==> config.mk <==
export PLATFORM = sky130hd
export DESIGN_NAME = astro_game_ctrl
export DESIGN_NICKNAME = d
export VERILOG_FILES = /design/src/rtl/astro_game_ctrl.sv
export SDC_FILE = /design/constraint.sdc
export NUM_CORES = 1
export LEC_CHECK = 0
export ABC_CLOCK_PERIOD_IN_PS = 2500
export BUFFER_PORTS_ARGS = -buffer_cell sky130_fd_sc_hd__buf_2
export CELL_PAD_IN_SITES_DETAIL_PLACEMENT = 0
export CELL_PAD_IN_SITES_GLOBAL_PLACEMENT = 1
export CORE_ASPECT_RATIO = 2
export CORE_MARGIN = 8
export CORE_UTILIZATION = 42
export CTS_BUF_LIST = sky130_fd_sc_hd__clkbuf_16
export DETAILED_ROUTE_END_ITERATION = 8
export HOLD_SLACK_MARGIN = 0.05
export PLACE_DENSITY_LB_ADDON = 0.12
export SYNTH_ARGS = -nofsm -noshare
export SYNTH_HDL_FRONTEND = slang
export SYNTH_SLANG_ARGS = --single-unit
==> constraint.sdc <==
create_clock -name clk -period 2.5 [get_ports clk]
set_clock_uncertainty 0.05 [all_clocks]
set_input_delay 0 -clock clk [delete_from_list [all_inputs] [get_ports clk]]
set_output_delay 0 -clock clk [all_outputs]
set_load 0.1 [all_outputs]
==> src/rtl/astro_game_ctrl.sv <==
// AstroBarrier game sequencer: level flow, single-bullet fire arbitration,
// per-level target hit tracking, BCD score with end-of-level shot bonus.
module astro_game_ctrl #(
    parameter int SHOTS_PER_LEVEL = 8
) (
    input  logic       clk,
    input  logic       reset_n,
    input  logic       start,
    input  logic       fire_req,
    input  logic       hit_valid,
    input  logic [1:0] hit_id,
    input  logic       miss,
    output logic [1:0] state,
    output logic       fire_grant,
    output logic       bullet_busy,
    output logic       level_load,
    output logic [2:0] hit_mask,
    output logic [3:0] shots_left,
    output logic [7:0] score_bcd,
    output logic       tallying,
    output logic       win
);

    typedef enum logic [1:0] {
        QI      = 2'b00,
        QGAME_1 = 2'b01,
        QGAME_2 = 2'b10,
        QDONE   = 2'b11
    } state_t;

    localparam logic [3:0] SHOTS_INIT = 4'(SHOTS_PER_LEVEL);

    // Two-digit BCD increment that sticks at 99.
    function automatic logic [7:0] bcd_inc(input logic [7:0] v);
        if (v == 8'h99) return v;
        if (v[3:0] == 4'd9) return {v[7:4] + 4'd1, 4'd0};
        return {v[7:4], v[3:0] + 4'd1};
    endfunction

    state_t     state_q, state_d;
    logic       fire_prev_q, fire_prev_d;
    logic       fire_grant_q, fire_grant_d;
    logic       bullet_busy_q, bullet_busy_d;
    logic       level_load_q, level_load_d;
    logic [2:0] hit_mask_q, hit_mask_d;
    logic [3:0] shots_left_q, shots_left_d;
    logic [7:0] score_q, score_d;
    logic       tallying_q, tallying_d;
    logic       win_q, win_d;

    logic [2:0] level_set;
    logic [2:0] hit_bit;
    logic       level_done;
    logic       fire_edge;
    logic       hit_ok;

    always_comb begin
        state_d       = state_q;
        fire_prev_d   = fire_req;
        fire_grant_d  = 1'b0;
        bullet_busy_d = bullet_busy_q;
        level_load_d  = 1'b0;
        hit_mask_d    = hit_mask_q;
        shots_left_d  = shots_left_q;
        score_d       = score_q;
        tallying_d    = tallying_q;
        win_d         = win_q;

        level_set  = (state_q == QGAME_2) ? 3'b111 : 3'b011;
        level_done = (hit_mask_q == level_set);
        fire_edge  = fire_req & ~fire_prev_q;
        // Out-of-range id 3 shifts out to an empty mask.
        hit_bit    = 3'b001 << hit_id;
        hit_ok     = (hit_id != 2'd3) && ((state_q == QGAME_2) || !hit_id[1]);

        case (state_q)
            QI: begin
                if (start) begin
                    state_d       = QGAME_1;
                    level_load_d  = 1'b1;
                    shots_left_d  = SHOTS_INIT;
                    hit_mask_d    = 3'b000;
                    score_d       = 8'h00;
                    win_d         = 1'b0;
                    bullet_busy_d = 1'b0;
                end
            end
            QGAME_1, QGAME_2: begin
                if (tallying_q) begin
                    if (shots_left_q != 4'd0) begin
                        shots_left_d = shots_left_q - 4'd1;
                        score_d      = bcd_inc(score_q);
                    end else begin
                        tallying_d = 1'b0;
                        if (state_q == QGAME_1) begin
                            state_d      = QGAME_2;
                            level_load_d = 1'b1;
                            shots_left_d = SHOTS_INIT;
                            hit_mask_d   = 3'b000;
                        end else begin
                            state_d = QDONE;
                            win_d   = 1'b1;
                        end
                    end
                end else if (!start) begin
                    state_d       = QI;
                    bullet_busy_d = 1'b0;
                end else if (level_done) begin
                    tallying_d = 1'b1;
                end else if (shots_left_q == 4'd0 && !bullet_busy_q) begin
                    state_d = QDONE;
                    win_d   = 1'b0;
                end else if (bullet_busy_q) begin
                    // A hit takes precedence over a simultaneous miss.
                    if (hit_valid) begin
                        bullet_busy_d = 1'b0;
                        if (hit_ok && ((hit_mask_q & hit_bit) == 3'b000)) begin
                            hit_mask_d = hit_mask_q | hit_bit;
                            score_d    = bcd_inc(score_q);
                        end
                    end else if (miss) begin
                        bullet_busy_d = 1'b0;
                    end
                end else if (fire_edge) begin
                    fire_grant_d  = 1'b1;
                    bullet_busy_d = 1'b1;
                    shots_left_d  = shots_left_q - 4'd1;
                end
            end
            QDONE: begin
                if (!start) state_d = QI;
            end
            default: state_d = QI;
        endcase
    end

    always_ff @(posedge clk or negedge reset_n) begin
        if (!reset_n) begin
            state_q       <= QI;
            fire_prev_q   <= 1'b0;
            fire_grant_q  <= 1'b0;
            bullet_busy_q <= 1'b0;
            level_load_q  <= 1'b0;
            hit_mask_q    <= 3'b000;
            shots_left_q  <= 4'd0;
            score_q       <= 8'h00;
            tallying_q    <= 1'b0;
            win_q         <= 1'b0;
        end else begin
            state_q       <= state_d;
            fire_prev_q   <= fire_prev_d;
            fire_grant_q  <= fire_grant_d;
            bullet_busy_q <= bullet_busy_d;
            level_load_q  <= level_load_d;
            hit_mask_q    <= hit_mask_d;
            shots_left_q  <= shots_left_d;
            score_q       <= score_d;
            tallying_q    <= tallying_d;
            win_q         <= win_d;
        end
    end

    assign state       = state_q;
    assign fire_grant  = fire_grant_q;
    assign bullet_busy = bullet_busy_q;
    assign level_load  = level_load_q;
    assign hit_mask    = hit_mask_q;
    assign shots_left  = shots_left_q;
    assign score_bcd   = score_q;
    assign tallying    = tallying_q;
    assign win         = win_q;

endmodule
# Word-level counts from Yosys, hierarchy flattened
# Index checks and enable logic that the tools add are counted.
# classes
shift,1
muxes,105
eq_ne,30
reduce_logical,19
n_addsub,3
bitwise,4
# op_table
cell,count
8-bit 2-to-1 mux,15
1-bit 2-to-1 mux,56
"3-bit != test, second input constant",15
4-bit 2-to-1 mux,9
3-bit 2-to-1 mux,11
"4-bit != test, second input constant",5
8-bit case mux with 2 select lines,1
2-bit 2-to-1 mux,7
11-bit AND reduction,1
10-bit AND reduction,1
5-bit AND reduction,2
9-bit AND reduction,1
"4-bit by 1-bit adder with 4-bit output, second input constant",2
"8-bit == test, second input constant",1
"2-bit != test, second input constant",4
4-bit case mux with 2 select lines,1
8-bit AND reduction,1
7-bit AND reduction,1
1-bit case mux with 2 select lines,3
2-bit case mux with 3 select lines,1
3-bit case mux with 2 select lines,1
"2-bit == test, second input constant",2
"4-bit == test, second input constant",1
4-bit zero test,1
16 further kinds,19
# word_totals
wordCells,173
input_bits,8
output_inout_bits,22
register_bits,23

# Depth between registers and ports, before layout
# logic_depth
ltp_word,31
depth_mapped,8
ltp_nobuf,7

# Worst setup path before layout
# OpenSTA, ideal clock, no wires.
# synth_timing
path_type,flip-flop to flip-flop
startpoint,"register state_q[0], in the netlist state[0]"
endpoint,"register score_q[6], in the netlist score_bcd[6]"
setup_ns,0.122
stages_incl_launch_ff,9
path_buffers,1
required_time_ns,2.328
path_slack_ns,-0.281
t_arrival_ns,2.609
path_cell_list,dfrtp_1 > inv_1 > ha_1 > xor2_2 > o21a_1 > a41o_1 > buf_6 > a32o_1 > a22o_1
# synth_via
elab_chain_cells,6
elab_cells_between_ends,22
cone_classes,13 x eq/ne; 2 x mux; 7 x reduce/logical
# synth_rtl
element,line,rtl
start: declaration,40,"state_t state_q, state_d;"
start signal: assignment,150,state_q <= state_d;
branches (longest 6 deep; another with 11-bit AND reduction),--,
end signal: assignment,157,score_q <= score_d;
end: declaration,47,"logic [7:0] score_q, score_d;"
# Several ways; the timed one is not identified.
# A chain may end at the register's enable or synchronous reset.

# Worst setup path after layout
# layout_timing
startpoint,"register state_q[0], in the netlist state[0]"
endpoint,"register score_q[1], in the netlist score_bcd[1]"
# layout_via
elab_chain_cells,6
elab_cells_between_ends,20
cone_classes,11 x eq/ne; 2 x mux; 7 x reduce/logical
# layout_rtl
element
branches (longest 6 deep; another with 9-bit AND reduction)
# Several ways; the timed one is not identified.

==> impl_metrics.env <==
export IMPL_status="finished, final reports clean"
export IMPL_synth_cell_type_count=56
export IMPL_synth_top_area_share_pct=36.1
export IMPL_core_area_mm2=0.00365
export IMPL_r2r_start="state[0]"
export IMPL_synth_warnings=0
export IMPL_synth_edf_count=0
export IMPL_path_max_fanout=9
export IMPL_routed_wirelength_um=4250
export IMPL_path_cells="inv_1 -> ha_1 -> xor2_2 -> o21a_1 -> a41o_1 -> a21oi_1 -> a311o_1"
export IMPL_synth_flop_cell="dfrtp_1"
export IMPL_place_gp_congestion=0.796
export IMPL_startpoint_type="flop"
export IMPL_period_share_pct=90.9
export IMPL_die_area_mm2=0.00615
export IMPL_multi_input_area_um2=925
export IMPL_viasPerCell=5.72
export IMPL_hold_slack_ns=0.0813
export IMPL_clk_pin_slew_ns=0.06
export IMPL_worstHoldPathType="input port to flop"
export IMPL_htree_levels=1
export IMPL_wl_per_cell_um=17.0
export IMPL_drc=0
export IMPL_overflow=0
export IMPL_worst_pin_slew_ns=0.563
export IMPL_setup_tns_final_ns=0
export IMPL_antenna_cells=0
export IMPL_route_vias_total=1431
export IMPL_max_freq_ghz=0.440
export IMPL_r2r_end="score_bcd[1]"
export IMPL_yosys_top_cells_area="dfrtp_1 36%, ha_1 8.6%, o21ai_0 3.8%, inv_1 3.3%, nand2_1 3.1%"
export IMPL_r2r_cells=7
export IMPL_async_flop_share_pct=100
export IMPL_cts_resized=0
export IMPL_cp_top_family="compound AO/OA/AOI/OAI gates"
export IMPL_rrSetupSlack_ns=0.23
export IMPL_drt_pass1_iterations=4
export IMPL_seq_area_frac_synth_pct=36.1
export IMPL_final_cell_mix="29 x buf_2, 19 x dfrtp_1, 15 x inv_1"
export IMPL_startpoint="state[0]"
export IMPL_grt_max_degree=24
export IMPL_antenna_left=0
export IMPL_nFillCells=370
export IMPL_cp_slowest_cell="dfrtp_2"
export IMPL_final_min_clock_period_ns=2.27
export IMPL_critPathMaxStageDelay_ns=0.42
export IMPL_cp_endpoint="score_bcd[1]"
export IMPL_rsz0062_at_grt="no"
export IMPL_end_kind="flop"
export IMPL_syn_to_final_growth_pct=19.5
export IMPL_synthCells=168
export IMPL_antenna_found_initial=0
export IMPL_numClockSinks=23
export IMPL_max_cap_violations=0
export IMPL_clk_path_buf_depth=2
export IMPL_start_util_pct=43.8
export IMPL_cts_root_buf="clkbuf_16"
export IMPL_portBuffers=29
export IMPL_cts_buffers=3
export IMPL_slew_limit_headroom_pct=62.5
export IMPL_finalHoldViolCount=0
export IMPL_drv_slew=0
export IMPL_nets=221
export IMPL_cp_arrival_ns=2.36
export IMPL_seq_area_um2=581
export IMPL_grt_pass1_vias=1488
export IMPL_pin_count=30
export IMPL_dieWidth_um=59.6
export IMPL_hold_depth=2
export IMPL_worstSetupPathType="flop to flop"
export IMPL_drive_above_1_share_pct=25.9
export IMPL_die_h_um=103
export IMPL_syn_avg_cell_area_um2=9.50
export IMPL_layout_commonest_cell="buf_2"
export IMPL_required_ns=2.59
export IMPL_synth_top_area_cell="dfrtp_1"
export IMPL_synth_seq_cells=23
export IMPL_rows=31
export IMPL_dp_hpwl_um=3410
export IMPL_gr_usage_all_layers_pct=14.9
export IMPL_syn_nets=187
export IMPL_syn_area_mm2=0.00160
export IMPL_clk_latency_ns=0.25
export IMPL_drt_iter0_markers=42
export IMPL_cts_setup_buffers=0
export IMPL_path_buf_inv=1
export IMPL_crit_cells=7
export IMPL_grt_pass1_wl_um=7050
export IMPL_setup_violations=0
export IMPL_cts_tree="done"
## Yosys cell counts (3+ instances only)
master    instances
nor4_1            3
nor3b_1           3
inv_1            14
nand2_1          13
nor2_1            7
o31ai_1           5
nand3_1           4
a22o_1            3
o21ai_0          12
a41oi_1           5
a21oi_1           6
dfrtp_1          23
o211ai_1          3
ha_1             11
clkbuf_1          4
## worst min-delay path by stage
stage            start            to
3_5_place_dp   reset_n  score_bcd[0]
5_1_grt          start   bullet_busy
3_3_place_gp   reset_n  score_bcd[0]
2_1_floorplan  reset_n   bullet_busy
4_1_cts          start   bullet_busy
6_report         start   bullet_busy
## worst reg2reg max path: stages, from the launching register on
cell and delay [ns]:
dfrtp_2 0.42, inv_1 0.12, ha_1 0.25, xor2_2 0.24, o21a_1 0.16, a41o_1 0.40, a21oi_1 0.16, a311o_1 0.34
## final cells by class
cell class,instances,share of cell area (%)
clock buffer,3,3.94
clock inverter,1,0.197
inverter,14,2.76
multi-input combinational,124,48.5
sequential,23,30.5
tap,49,3.22
timing repair buffer,36,10.9
## timing repair
item	4_1_cts	5_1_grt
endpoints found under the setup margin	0	0
endpoints found under the hold margin	26	0
hold buffers	4	0
## sequential cells by signal, indices dropped and copies added (netlist names)
name	cells
win	1
fire_prev_q	1
bullet_busy	1
level_load	1
shots_left	4
hit_mask	3
state	2
tallying	1
score_bcd	8
fire_grant	1
## stage by stage
step,setup slack (ns),cells,area (um2),utilization (%)
2_1_floorplan,0.0475,168,1600,-
3_3_place_gp,0.298,242,1790,49.0
3_5_place_dp,0.240,242,1790,49.0
4_1_cts,0.225,250,1910,52.3
5_1_grt,0.108,250,1910,52.3
6_report,0.228,250,1910,52.3
## logic make-up (layout without fill, tap and decap cells)
logic type / after synthesis / after routing / share of synthesized area [%]
compound gates: 60 / 60 / 28.3
xor+xnor: 1 / 1 / 1.02
fa+ha+maj: 11 / 11 / 8.63
buf+inv: 21 / 54 / 5.96
flops: 23 / 23 / 36.1
mux: 3 / 3 / 1.96
simple gates: 49 / 49 / 18.0
## per-layer routing
layer	vias up	wire (um)	track usage [%]
met3	6	157	2.38
li1	701	-	-
met5	-	0	0
met1	691	1560	14.8
met4	0	69	6.30
met2	33	2460	28.6
Power is left out: the tool's default activity adds up to more than one toggle a clock period on the data nets, which glitch-free logic cannot reach.
